<file path="src/rtl/haz_pkg.sv">
// Shared definitions for the MIPS pipeline hazard controller: control-word bit
// indices, forwarding select encodings and controller state encoding.
package haz_pkg;

    // ID/EX Control[9:0] bit positions
    localparam int unsigned CTL_SALTOINCOND = 9;
    localparam int unsigned CTL_REGDEST     = 8;
    localparam int unsigned CTL_FUENTEALU   = 7;
    localparam int unsigned CTL_MEMAREG     = 6;
    localparam int unsigned CTL_ESCRREG     = 5;
    localparam int unsigned CTL_LEERMEM     = 4;
    localparam int unsigned CTL_ESCRMEM     = 3;
    localparam int unsigned CTL_SALTOCOND   = 2;
    localparam int unsigned CTL_ALUOP_HI    = 1;
    localparam int unsigned CTL_ALUOP_LO    = 0;

    localparam logic [1:0] FWD_REG   = 2'b00;
    localparam logic [1:0] FWD_EXMEM = 2'b10;
    localparam logic [1:0] FWD_MEMWB = 2'b01;

    // Stall countdown width; covers LOAD_STALL up to 7
    localparam int unsigned STALL_CNT_W = 3;

    typedef enum logic [1:0] {
        StRun    = 2'b00,
        StStall  = 2'b01,
        StFreeze = 2'b10
    } haz_state_e;

endpackage

</file>
<file path="src/rtl/fwd_unit.sv">
// EX-stage operand forwarding selects; EX/MEM result takes precedence over MEM/WB,
// and register 0 never forwards.
module fwd_unit
    import haz_pkg::*;
#(
    parameter int unsigned REG_W = 5
) (
    input  logic [REG_W-1:0] ex_rs_i,
    input  logic [REG_W-1:0] ex_rt_i,
    input  logic [REG_W-1:0] mem_rd_i,
    input  logic             mem_escr_reg_i,
    input  logic [REG_W-1:0] wb_rd_i,
    input  logic             wb_escr_reg_i,
    output logic [1:0]       fwd_a_o,
    output logic [1:0]       fwd_b_o
);

    function automatic logic [1:0] fwd_sel(input logic [REG_W-1:0] src);
        if (mem_escr_reg_i && (mem_rd_i != '0) && (mem_rd_i == src)) begin
            return FWD_EXMEM;
        end else if (wb_escr_reg_i && (wb_rd_i != '0) && (wb_rd_i == src)) begin
            return FWD_MEMWB;
        end
        return FWD_REG;
    endfunction

    always_comb begin
        fwd_a_o = fwd_sel(ex_rs_i);
        fwd_b_o = fwd_sel(ex_rt_i);
    end

endmodule

</file>
<file path="src/rtl/hazard_ctrl.sv">
// Hazard/sequencing controller: load-use stalls, branch flush, memory freeze, forwarding.
// Define HAZARD_PERF_EN to add saturating stall/flush/freeze cycle counters.
module hazard_ctrl
    import haz_pkg::*;
#(
    parameter int unsigned LOAD_STALL = 1,
    parameter int unsigned REG_W      = 5
) (
    input  logic             clk_i,
    input  logic             rst_ni,
    input  logic             id_valid_i,
    input  logic [REG_W-1:0] id_rs_i,
    input  logic [REG_W-1:0] id_rt_i,
    input  logic [REG_W-1:0] ex_rs_i,
    input  logic [REG_W-1:0] ex_rt_i,
    input  logic [REG_W-1:0] ex_rd_i,
    input  logic             ex_escr_reg_i,
    input  logic             ex_leer_mem_i,
    input  logic [REG_W-1:0] mem_rd_i,
    input  logic             mem_escr_reg_i,
    input  logic [REG_W-1:0] wb_rd_i,
    input  logic             wb_escr_reg_i,
    input  logic             take_branch_i,
    input  logic             dmem_ready_i,
    output logic             pc_write_o,
    output logic             ifid_write_o,
    output logic             idex_bubble_o,
    output logic             flush_front_o,
    output logic             freeze_all_o,
    output logic [1:0]       fwd_a_o,
    output logic [1:0]       fwd_b_o
`ifdef HAZARD_PERF_EN
    ,
    output logic [15:0]      stall_cnt_o,
    output logic [15:0]      flush_cnt_o,
    output logic [15:0]      freeze_cnt_o
`endif
);

    localparam logic [STALL_CNT_W-1:0] STALL_INIT = STALL_CNT_W'(LOAD_STALL - 1);
    localparam logic [STALL_CNT_W-1:0] STALL_LAST = STALL_CNT_W'(1);

    haz_state_e               state_q, state_d;
    haz_state_e               saved_q, saved_d;
    haz_state_e               eff_state;
    logic [STALL_CNT_W-1:0]   cnt_q, cnt_d;
    logic                     load_use;

    assign load_use = id_valid_i && ex_leer_mem_i && ex_escr_reg_i && (ex_rd_i != '0) &&
                      ((ex_rd_i == id_rs_i) || (ex_rd_i == id_rt_i));

    // Once memory is ready again, resume immediately as the state held before the freeze
    assign eff_state = (state_q == StFreeze) ? saved_q : state_q;

    always_comb begin
        pc_write_o    = 1'b1;
        ifid_write_o  = 1'b1;
        idex_bubble_o = 1'b0;
        flush_front_o = 1'b0;
        freeze_all_o  = 1'b0;
        state_d       = state_q;
        saved_d       = saved_q;
        cnt_d         = cnt_q;

        if (!dmem_ready_i) begin
            freeze_all_o = 1'b1;
            pc_write_o   = 1'b0;
            ifid_write_o = 1'b0;
            state_d      = StFreeze;
            if (state_q != StFreeze) begin
                saved_d = state_q;
            end
        end else if (take_branch_i) begin
            flush_front_o = 1'b1;
            cnt_d         = '0;
            state_d       = StRun;
        end else if (eff_state == StStall) begin
            pc_write_o    = 1'b0;
            ifid_write_o  = 1'b0;
            idex_bubble_o = 1'b1;
            cnt_d         = cnt_q - 1'b1;
            state_d       = (cnt_q == STALL_LAST) ? StRun : StStall;
        end else if (load_use) begin
            pc_write_o    = 1'b0;
            ifid_write_o  = 1'b0;
            idex_bubble_o = 1'b1;
            if (LOAD_STALL > 1) begin
                state_d = StStall;
                cnt_d   = STALL_INIT;
            end else begin
                state_d = StRun;
            end
        end else begin
            state_d = StRun;
        end
    end

    always_ff @(posedge clk_i or negedge rst_ni) begin
        if (!rst_ni) begin
            state_q <= StRun;
            saved_q <= StRun;
            cnt_q   <= '0;
        end else begin
            state_q <= state_d;
            saved_q <= saved_d;
            cnt_q   <= cnt_d;
        end
    end

    fwd_unit #(
        .REG_W (REG_W)
    ) u_fwd_unit (
        .ex_rs_i        (ex_rs_i),
        .ex_rt_i        (ex_rt_i),
        .mem_rd_i       (mem_rd_i),
        .mem_escr_reg_i (mem_escr_reg_i),
        .wb_rd_i        (wb_rd_i),
        .wb_escr_reg_i  (wb_escr_reg_i),
        .fwd_a_o        (fwd_a_o),
        .fwd_b_o        (fwd_b_o)
    );

`ifdef HAZARD_PERF_EN
    logic [15:0] stall_cnt_q, stall_cnt_d;
    logic [15:0] flush_cnt_q, flush_cnt_d;
    logic [15:0] freeze_cnt_q, freeze_cnt_d;

    always_comb begin
        stall_cnt_d  = stall_cnt_q;
        flush_cnt_d  = flush_cnt_q;
        freeze_cnt_d = freeze_cnt_q;
        if (idex_bubble_o && (stall_cnt_q != 16'hFFFF)) begin
            stall_cnt_d = stall_cnt_q + 16'd1;
        end
        if (flush_front_o && (flush_cnt_q != 16'hFFFF)) begin
            flush_cnt_d = flush_cnt_q + 16'd1;
        end
        if (freeze_all_o && (freeze_cnt_q != 16'hFFFF)) begin
            freeze_cnt_d = freeze_cnt_q + 16'd1;
        end
    end

    always_ff @(posedge clk_i or negedge rst_ni) begin
        if (!rst_ni) begin
            stall_cnt_q  <= '0;
            flush_cnt_q  <= '0;
            freeze_cnt_q <= '0;
        end else begin
            stall_cnt_q  <= stall_cnt_d;
            flush_cnt_q  <= flush_cnt_d;
            freeze_cnt_q <= freeze_cnt_d;
        end
    end

    assign stall_cnt_o  = stall_cnt_q;
    assign flush_cnt_o  = flush_cnt_q;
    assign freeze_cnt_o = freeze_cnt_q;
`endif

endmodule

</file>
<file path="config.mk">
export PLATFORM = sky130hd
export DESIGN_NAME = hazard_ctrl
export DESIGN_NICKNAME = d
export VERILOG_FILES = /design/src/rtl/haz_pkg.sv /design/src/rtl/fwd_unit.sv /design/src/rtl/hazard_ctrl.sv
export SDC_FILE = /design/constraint.sdc
export NUM_CORES = 1
export LEC_CHECK = 0
export BUFFER_PORTS_ARGS = -buffer_cell sky130_fd_sc_hd__buf_2
export CORE_UTILIZATION = 30
export CTS_CLUSTER_DIAMETER = 120
export DETAILED_ROUTE_END_ITERATION = 16
export SLEW_MARGIN = 10
export SYNTH_ARGS = -nofsm -noshare
export SYNTH_HDL_FRONTEND = slang
export SYNTH_HIERARCHICAL = 1
export SYNTH_SLANG_ARGS = --single-unit
</file>
<file path="constraint.sdc">
create_clock -name clk_i -period 1.7 [get_ports clk_i]
set_input_delay 0 -clock clk_i [delete_from_list [all_inputs] [get_ports clk_i]]
set_output_delay 0 -clock clk_i [all_outputs]
set_load 0.1 [all_outputs]
</file>
==> impl_metrics.toml, run 1 <==
[outcome]
status = "finished, violations left"
violations = "negative setup slack"

[synthesis]
ys_ff_latch = 7
syn_area_um2 = 792
async_flop_share_pct = 100
synth_top_family_by_area = "XOR/XNOR gates"
postSynthAreaPerCell_um2 = 8.43
synthFlopType = "dfrtp_1"
synth_compound_area_share_pct = 12.0
synth_xor_area_share_pct = 33.2
synth_warnings = 6
syn_nets = 140
ys_types = 31
synthCells = 94
synthSimpleGateAreaFrac_pct = 24.5
yosysSeqAreaShare_pct = 22.1
synthMuxAreaShare_pct = 1.26
synth_edf_count = 0
synth_adder_area_share_pct = 3.16

[setup_path]
worstSetupEndpointType = "output pin"
worst_path_dominant_cell_family = "simple AND/OR/NAND/NOR gates"
cp_data_arrival_time_ps = 1730
crit_type = "flip-flop to output pin"
cp.buffers_inverters = 1
worstPathMaxFanout = 4
crit_chain = "and2b_2 -> or2_4 -> a21o_1 -> a31oi_4 -> buf_12"
crit_slowest_cell = "dfrtp_1"
cp-start-kind = "flip-flop"
cpPeakStageDelay_ps = 360
r2r_end = "cnt_q[2]"
crit_required_ps = 1700
reg2reg_depth = 5
rrSetupSlack_ps = 380
r2r-start = "state_q[1]"

[worst_hold_path]
hold_end = "state_q[1]"
hold_path.class = "input port to flip-flop"
worstHoldStart = "dmem_ready_i"
worstHoldPathCells = 2

[drt]
drtIter0Drc = 10
via_count = 872
drtPass1Iterations = 4
finalWirelength_um = 2170
drcViolationCount = 0
vias_per_cell = 4.77
wire_per_inst_um = 11.9
drt.antenna.violating_nets = 0

[sta]
final.setup.worst_slack_ps = -25.4
finalClockSkew_ps = 3.28
final_max_slew_viol_count = 0
setup_viol = 2
fmax_mhz = 580
period_minus_slack_ps = 1730
max_slew.worst_pin.slew_ps = 490
timing.setup.tns_ps = -50.7
fin_crit_sh_pct = 101
rsz0062_at_grt = "true"
relSlewSlack_pct = 67.6
hold_violations = 0

[layout]
mostFrequentLayoutCells = "buf_2, xnor2_1, dfrtp_1"
antennaDiodeCount = 0
fin_nets = 200
layout_commonest_cell = "buf_2"
area_growth_pct = 63.5
layout-drive-gt1-share_pct = 45.1

[clocking]
cts_max_path_buffers = 2
root_buffer = "clkbuf_4"
cts_tree = "built"
cts_buffers = 3
clkSinkCount = 7
clk_pin_slew_ps = 60
clock_latency_ps = 260
htreeDepth = 1

[global_route]
antenna_found_initial = 0
grt_remaining_overflow = 0
track_usage_pct = 16.3
grt_pass1_vias = 820
grt_max_degree = 8
grt_pass1_wl_um = 3280

[pwr]
pwr_density_cell_nw_per_um2 = 495
irDropWorstVdd_mv = 0.240
power.leakage_nw = 0.575

[die]
io_pins = 53
rows = 18
fp.dieW_um = 53.4
design.core.area_um2 = 2480
die_h_um = 53.4
fp.dieArea_um2 = 2850
initial_core_util_pct = 32.0

[placement]
place_congestion = 0.814
numPortBuffers = 52
dp_hpwl_um = 1940
dp_worst_setup_slack_ps = 235

[flow_run]
cap_violations = 0
-- final cells by class --
| class | count | area [um^2] |
|---|---|---|
| fillers | 255 | 1180 |
| multi-input cells | 80 | 662 |
| repair buffers | 56 | 370 |
| flip-flops and latches | 7 | 175 |
| well taps | 30 | 37.5 |
| clock buffers | 3 | 22.5 |
| inverters | 6 | 22.5 |
| clock inverters | 1 | 5.00 |
-- synthesized netlist by cell type, drive strengths merged, types with 2 or more instances --
| cell type | instances | area [um^2] |
|---|---|---|
| xnor2 | 26 | 228 |
| inv | 6 | 22.5 |
| ha | 2 | 25.0 |
| or4 | 2 | 15.0 |
| a21oi | 2 | 10.0 |
| nand3 | 5 | 25.0 |
| dfrtp | 7 | 175 |
| nor2 | 5 | 18.8 |
| nand2 | 5 | 18.8 |
| xor2 | 4 | 35.0 |
| nor4 | 4 | 37.5 |
| nand4 | 2 | 12.5 |
| nor3 | 3 | 15.0 |
| a31oi | 2 | 12.5 |
| o21ai | 5 | 28.8 |
| o22ai | 3 | 18.8 |
-- how the worst max path moves through the flow --
stage	startpoint	end	slack, ps	cells after the start
after floorplan	mem_rd_i[1]	fwd_a_o[0]	-310	4
after global placement	mem_rd_i[1]	fwd_a_o[0]	240	6
after detailed placement	state_q[1]	pc_write_o	240	5
after CTS	state_q[0]	pc_write_o	-30	5
after global routing	state_q[1]	ifid_write_o	-70	5
final	state_q[1]	ifid_write_o	-30	5
-- worst reg2reg max path, stage by stage (launching register included) --
cell	delay (ps)
dfrtp_1	360
and2b_2	230
buf_4	140
o21ai_1	150
mux2i_1	200
o22ai_1	110
-- registers in the layout, summed over array words and instances, names as in the netlist --
register and flops:
cnt_q 3, state_q 2, saved_q 2
-- layer usage --
| metal | routed length (um) | track usage, % | share of wire (%) |
|---|---|---|---|
| met1 | 881 | 18.4 | 41 |
| met2 | 1170 | 30.0 | 54 |
| met3 | 93 | 2.01 | 4.3 |
| met4 | 28 | 6.58 | 1.3 |
| met5 | 0 | 0 | 0 |
-- cells by family (layout without fill, tap and decap cells) --
family	Yosys count	in the layout
buffers and inverters	7	66
adder cells (fa/ha/maj)	2	2
XOR/XNOR	30	30
multiplexers	1	1
AND/OR/NAND/NOR	32	32
flip-flops	7	7
AO/OA/AOI/OAI	15	15
-- timing repair --
action | CTS | global route
hold endpoints to repair | 8 | 0
setup buffers | 2 | 0
pin swaps | 0 | 0
endpoints found under the setup margin | 2 | 2
gates resized for setup | 1 | 0
hold buffers | 2 | 0
gates cloned | 0 | 0
-- where the power goes --
part	leakage, nW	internal [mW]	total, mW	switching [mW]
logic	0.463	0.129	0.300	0.171
registers	0.0942	0.176	0.181	0.00520
clock network	0.0177	0.0867	0.161	0.0740
total	0.575	0.392	0.642	0.250
-- per-stage QoR --
step	util (%)	cell area [um^2]	cells	hold slack [ps]	total power [mW]
final	52.3	1290	183	32.6	0.642
after global routing	52.3	1290	183	45.9	0.679
after CTS	52.3	1290	183	31.1	0.650
after detailed placement	49.7	1230	175	-152	0.482
after global placement	49.7	1230	175	-163	0.473
after floorplan	-	878	94	-296	0.367
No activity file was read; power rests on OpenSTA's default activity.
==> inputs of run 2 (changes only) <==
Settings changed: CELL_PAD_IN_SITES_DETAIL_PLACEMENT set to 1, CELL_PAD_IN_SITES_GLOBAL_PLACEMENT set to 1, CORE_UTILIZATION 30 to 28, PLACE_DENSITY_LB_ADDON set to 0.1.
==> impl_metrics.toml, run 2 (same netlist as run 1, synthesis figures left out) <==
[outcome]
status = "finished, violations left"
violations = "negative setup slack"

[layout]
regMostFlops = "cnt_q"
multi_input_area_um2 = 662
layout-drive-gt1-share_pct = 44.4
fin_util_pct = 50.4
finalNonFillerCells = 183
ff_latch_area_um2 = 175
largestRegisters = "cnt_q x3, saved_q x2, state_q x2"
fill_cells = 327
mostFrequentLayoutCells = "buf_2, xnor2_1, dfrtp_1"
layout_commonest_cell = "buf_2"
area_growth_pct = 63.3
antennaDiodeCount = 0
fin_nets = 200
largest_register_ffs = 3

[sta]
finalClockSkew_ps = 1.11
period_minus_slack_ps = 1740
final_max_slew_viol_count = 0
max_slew.worst_pin.slew_ps = 485
relSlewSlack_pct = 67.9
fmax_mhz = 574
final.setup.worst_slack_ps = -41.8
fin_crit_sh_pct = 102
rsz0062_at_grt = "true"
hold_violations = 0
setup_viol = 2
timing.setup.tns_ps = -81.2

[drt]
finalWirelength_um = 2340
wire_per_inst_um = 12.8
drtIter0Drc = 5
drtPass1Iterations = 3
drcViolationCount = 0
vias_per_cell = 4.79
via_count = 877
drt.antenna.violating_nets = 0

[flow_run]
cap_violations = 0

[pwr]
combinationalPowerShare_pct = 46.9
seqPwrFrac_pct = 28.3
p_int_mw = 0.394
clkPwrFrac_pct = 24.8
swShare_pct = 38.5
pwr_density_cell_nw_per_um2 = 494
power.leakage_nw = 0.573
p_sw_mw = 0.246
irDropWorstVdd_mv = 0.399

[global_route]
use_met1_pct = 21.6
antenna_found_initial = 0
grt_max_degree = 8
use_met2_pct = 31.1
grt_pass1_wl_um = 3790
track_usage_pct = 17.4
globalRoute.busiestLayer = "met2"
grt_pass1_vias = 898
grt_remaining_overflow = 0
grt_use_met3_pct = 1.37

[die]
fp.dieArea_um2 = 3050
die_h_um = 55.2
initial_core_util_pct = 30.8
fp.dieW_um = 55.2
design.core.area_um2 = 2570
rows = 18
io_pins = 53

[clocking]
cts_tree = "built"
htreeDepth = 1
root_buffer = "clkbuf_4"
clock_latency_ps = 260
clk_pin_slew_ps = 50
cts_max_path_buffers = 2
clkSinkCount = 7
cts_buffers = 3

[setup_path]
r2r-start = "state_q[1]"
worstSetupEndpointType = "output pin"
crit_required_ps = 1700
r2r_end = "cnt_q[1]"
crit_type = "flip-flop to output pin"
cp_data_arrival_time_ps = 1740
crit_slowest_cell = "dfrtp_1"
cpPeakStageDelay_ps = 380
crit_chain = "and2b_2 -> or2_4 -> a21o_1 -> a31oi_4 -> buf_12"
rrSetupSlack_ps = 310
worstPathMaxFanout = 4
cp-start-kind = "flip-flop"
reg2reg_depth = 5

[worst_hold_path]
hold_path.class = "input port to flip-flop"
hold_end = "cnt_q[2]"
worstHoldStart = "dmem_ready_i"
worstHoldPathCells = 2

[placement]
place_congestion = 0.719
dp_hpwl_um = 2080
dp_cells = 175
numPortBuffers = 52
[run 2: what timing repair did]
action,in CTS,in global routing
gates cloned,0,0
hold endpoints to repair,9,0
endpoints found under the setup margin,2,3
hold buffers,2,0
resized for setup,1,0
setup buffers,2,0
[run 2: cell type report]
class                      instances  area share (%)
multi-input combinational         80            51.2
timing repair buffer              56            28.6
sequential                         7            13.5
tap                               30            2.90
clock buffer                       4            2.03
inverter                           6            1.74
[run 2: per-stage QoR]
| stage | hold slack, ps | power (mW) | area (um^2) | setup slack (ps) |
|---|---|---|---|---|
| 2_1_floorplan | -296 | 0.367 | 878 | -311 |
| 3_3_place_gp | -160 | 0.477 | 1230 | 258 |
| 3_5_place_dp | -158 | 0.483 | 1230 | 223 |
| 4_1_cts | 54.0 | 0.647 | 1290 | -53.6 |
| 5_1_grt | 60.0 | 0.688 | 1290 | -138 |
| 6_report | 58.3 | 0.640 | 1290 | -41.8 |
[run 2: layer usage]
metal	vias to the layer above	share of wire, %
li1	448	-
met1	395	45
met2	32	49
met3	2	4.9
met4	0	0.98
met5	-	0
[run 2: power by group through the flow]
stage	clock network, mW	registers (mW)	logic (mW)
5_1_grt	0.179	0.182	0.327
2_1_floorplan	0	0.183	0.185
3_5_place_dp	0	0.184	0.299
6_report	0.159	0.181	0.300
4_1_cts	0.162	0.181	0.303
3_3_place_gp	0	0.183	0.294
[run 2: worst max path at each step]
| stage | to | cells after the start | slack, ps | startpoint |
|---|---|---|---|---|
| global placement | ifid_write_o | 5 | 260 | state_q[1] |
| CTS | pc_write_o | 5 | -50 | state_q[1] |
| floorplan | fwd_a_o[0] | 4 | -310 | mem_rd_i[1] |
| global route | pc_write_o | 5 | -140 | state_q[1] |
| finish | pc_write_o | 5 | -40 | state_q[1] |
| detailed placement | fwd_b_o[0] | 6 | 220 | mem_rd_i[1] |
[run 2: worst max-delay path: cells and delay by family, from the launching register on]
kind / cells / cell delay (ps)
AO/OA/AOI/OAI: 2 / 400
buffers and inverters: 1 / 210
flip-flops: 1 / 380
AND/OR/NAND/NOR: 2 / 500
==> inputs of run 3 (changes only) <==
Settings changed: ABC_AREA set to 1, CAP_MARGIN set to 20, CORE_UTILIZATION 28 to 27.
==> impl_metrics.toml, run 3 <==
[outcome]
status = "finished, final reports clean"

[flow_run]
cap_violations = 0

[synthesis]
ys_types = 20
synthCells = 169
async_flop_share_pct = 100
syn_nets = 215
yosysMostFrequentCell = "nand2_1"
synthTopCellsByCount = "nand2_1, inv_1, nor2_1, inv_2"
synth_warnings = 6
synth_edf_count = 0
syn_area_um2 = 923
postSynthAreaPerCell_um2 = 5.46
yosys.area.top_type = "nand2_1"
synth.area.top_cells = "nand2_1, dfrtp_1, inv_1"
synthFlopType = "dfrtp_1"
synth_top_area_share_pct = 24.0
yosysSeqAreaShare_pct = 19.0
ys_ff_latch = 7

[setup_path]
r2r-start = "state_q[0]"
crit_required_ps = 1700
cp-endpoint = "pc_write_o"
worst_path_dominant_cell_family = "buffers and inverters"
worstSetupEndpointType = "output pin"
crit_type = "flip-flop to output pin"
r2r_end = "cnt_q[2]"
crit_slowest_cell = "buf_2"
critPathLaunch = "state_q[1]"
worstPathMaxFanout = 4
cp.buffers_inverters = 1
cp_data_arrival_time_ps = 1590
reg2reg_depth = 4
cpPeakStageDelay_ps = 430
cp.depth = 5
crit_chain = "a21o_1 -> nand2_2 -> nand2_1 -> a21oi_4 -> buf_2"
cp-start-kind = "flip-flop"
rrSetupSlack_ps = 510

[sta]
timing.hold.ws_ps = 66.2
finalClockSkew_ps = 0.402
final_max_slew_viol_count = 0
period_minus_slack_ps = 1590
relSlewSlack_pct = 67.9
setup_viol = 0
fmax_mhz = 629
rsz0062_at_grt = "false"
max_slew.worst_pin.slew_ps = 484
hold_violations = 0
final.setup.worst_slack_ps = 110
fin_crit_sh_pct = 93.5

[drt]
wire_per_inst_um = 10.3
drtPass1Iterations = 3
drt.antenna.violating_nets = 0
vias_per_cell = 4.39
drtIter0Drc = 28
drcViolationCount = 0
finalWirelength_um = 2770
via_count = 1181

[layout]
mostFrequentLayoutCells = "nand2_1, buf_2, inv_1"
fin_util_pct = 41.3
antennaDiodeCount = 0
finalNonFillerCells = 269
fin_area_um2 = 1300
largestRegisters = "cnt_q x3, saved_q x2, state_q x2"
layout-drive-gt1-share_pct = 32.9
regMostFlops = "cnt_q"
fin_nets = 272
area_growth_pct = 41.2
layout_commonest_cell = "nand2_1"
largest_register_ffs = 3

[global_route]
globalRoute.busiestLayer = "met2"
track_usage_pct = 16.7
use_met2_pct = 33.6
use_met1_pct = 17.7
grt_pass1_wl_um = 4650
grt_max_degree = 8
grt_remaining_overflow = 0
grt_use_met3_pct = 2.13
antenna_found_initial = 0
grt_pass1_vias = 1199

[placement]
dp_worst_setup_slack_ps = 370
dp_cells = 264
numPortBuffers = 52
place_area_um2 = 1270
dp_hpwl_um = 2500
place_congestion = 0.787

[clocking]
cts_tree = "built"
postCtsSetupBuffers = 0
cts_max_path_buffers = 2
root_buffer = "clkbuf_4"
htreeDepth = 1
clock_latency_ps = 250
clkSinkCount = 7
cts_buffers = 3
clk_pin_slew_ps = 50

[die]
rows = 20
io_pins = 53
initial_core_util_pct = 29.3
fp.dieW_um = 60.5
die_h_um = 60.5
design.core.area_um2 = 3150
fp.dieArea_um2 = 3660

[worst_hold_path]
hold_path.class = "input port to flip-flop"

[pwr]
pwr_density_cell_nw_per_um2 = 455
irDropWorstVdd_mv = 0.295
power.leakage_nw = 0.811
## run 3: cell count changes after synthesis, moves of 3 or more
cell and delta:
nand2_1 +54, inv_2 +8, nor2_1 +18, nand4_1 +4
nor2_2 +3, nor3_1 -3, nand2_2 +3, inv_1 +21
xnor2_1 -19
## run 3: cells by family after synthesis
family / share of synthesized area (%)
compound gates: 7.32
xor+xnor: 10.4
flops: 19.0
fa+ha+maj: 2.71
buf+inv: 15.0
simple gates: 45.5
## run 3: power by group
group	internal [mW]	switching [mW]	leakage [nW]
Combinational	0.0980	0.174	0.702
Clock	0.0893	0.0567	0.0150
Sequential	0.172	0.00320	0.0943
Total	0.359	0.234	0.811
## run 3: cell type report
cell class / instances / area (um^2)
clock buffer: 4 / 26.3
sequential: 7 / 175
inverter: 35 / 131
tap: 44 / 55.1
fill: 462 / 1850
multi-input combinational: 126 / 631
timing repair buffer: 53 / 285
## run 3: worst min path at each step
stage                       from          to  cells past startpoint
global placement          rst_ni    cnt_q[2]                      1
CTS                 dmem_ready_i  state_q[1]                      2
floorplan                 rst_ni    cnt_q[0]                      0
detailed placement        rst_ni    cnt_q[2]                      1
finish              dmem_ready_i  state_q[1]                      2
global route        dmem_ready_i  state_q[1]                      2
## run 3: through the flow
| step | TNS [ps] | total power [mW] |
|---|---|---|
| CTS | 0 | 0.604 |
| detailed placement | 0 | 0.451 |
| global route | 0 | 0.642 |
| finish | 0 | 0.593 |
| global placement | 0 | 0.441 |
| floorplan | -20.9 | 0.343 |
## run 3: worst reg2reg max path: stages, from the launching register on
cell and delay, ps:
dfrtp_1 390, o21ai_1 280, nand4_1 180, o21ai_1 180
a21oi_1 50
## run 3: what timing repair did
action,4_1_cts,5_1_grt
hold buffers,1,0
gates resized for setup,0,0
endpoints found under the hold margin,7,0
## run 3: layer usage
layer | share of wire, % | wire length, um
met5 | 0 | 0
met4 | 0.83 | 23
met3 | 4.3 | 118
met2 | 55 | 1510
met1 | 40 | 1110
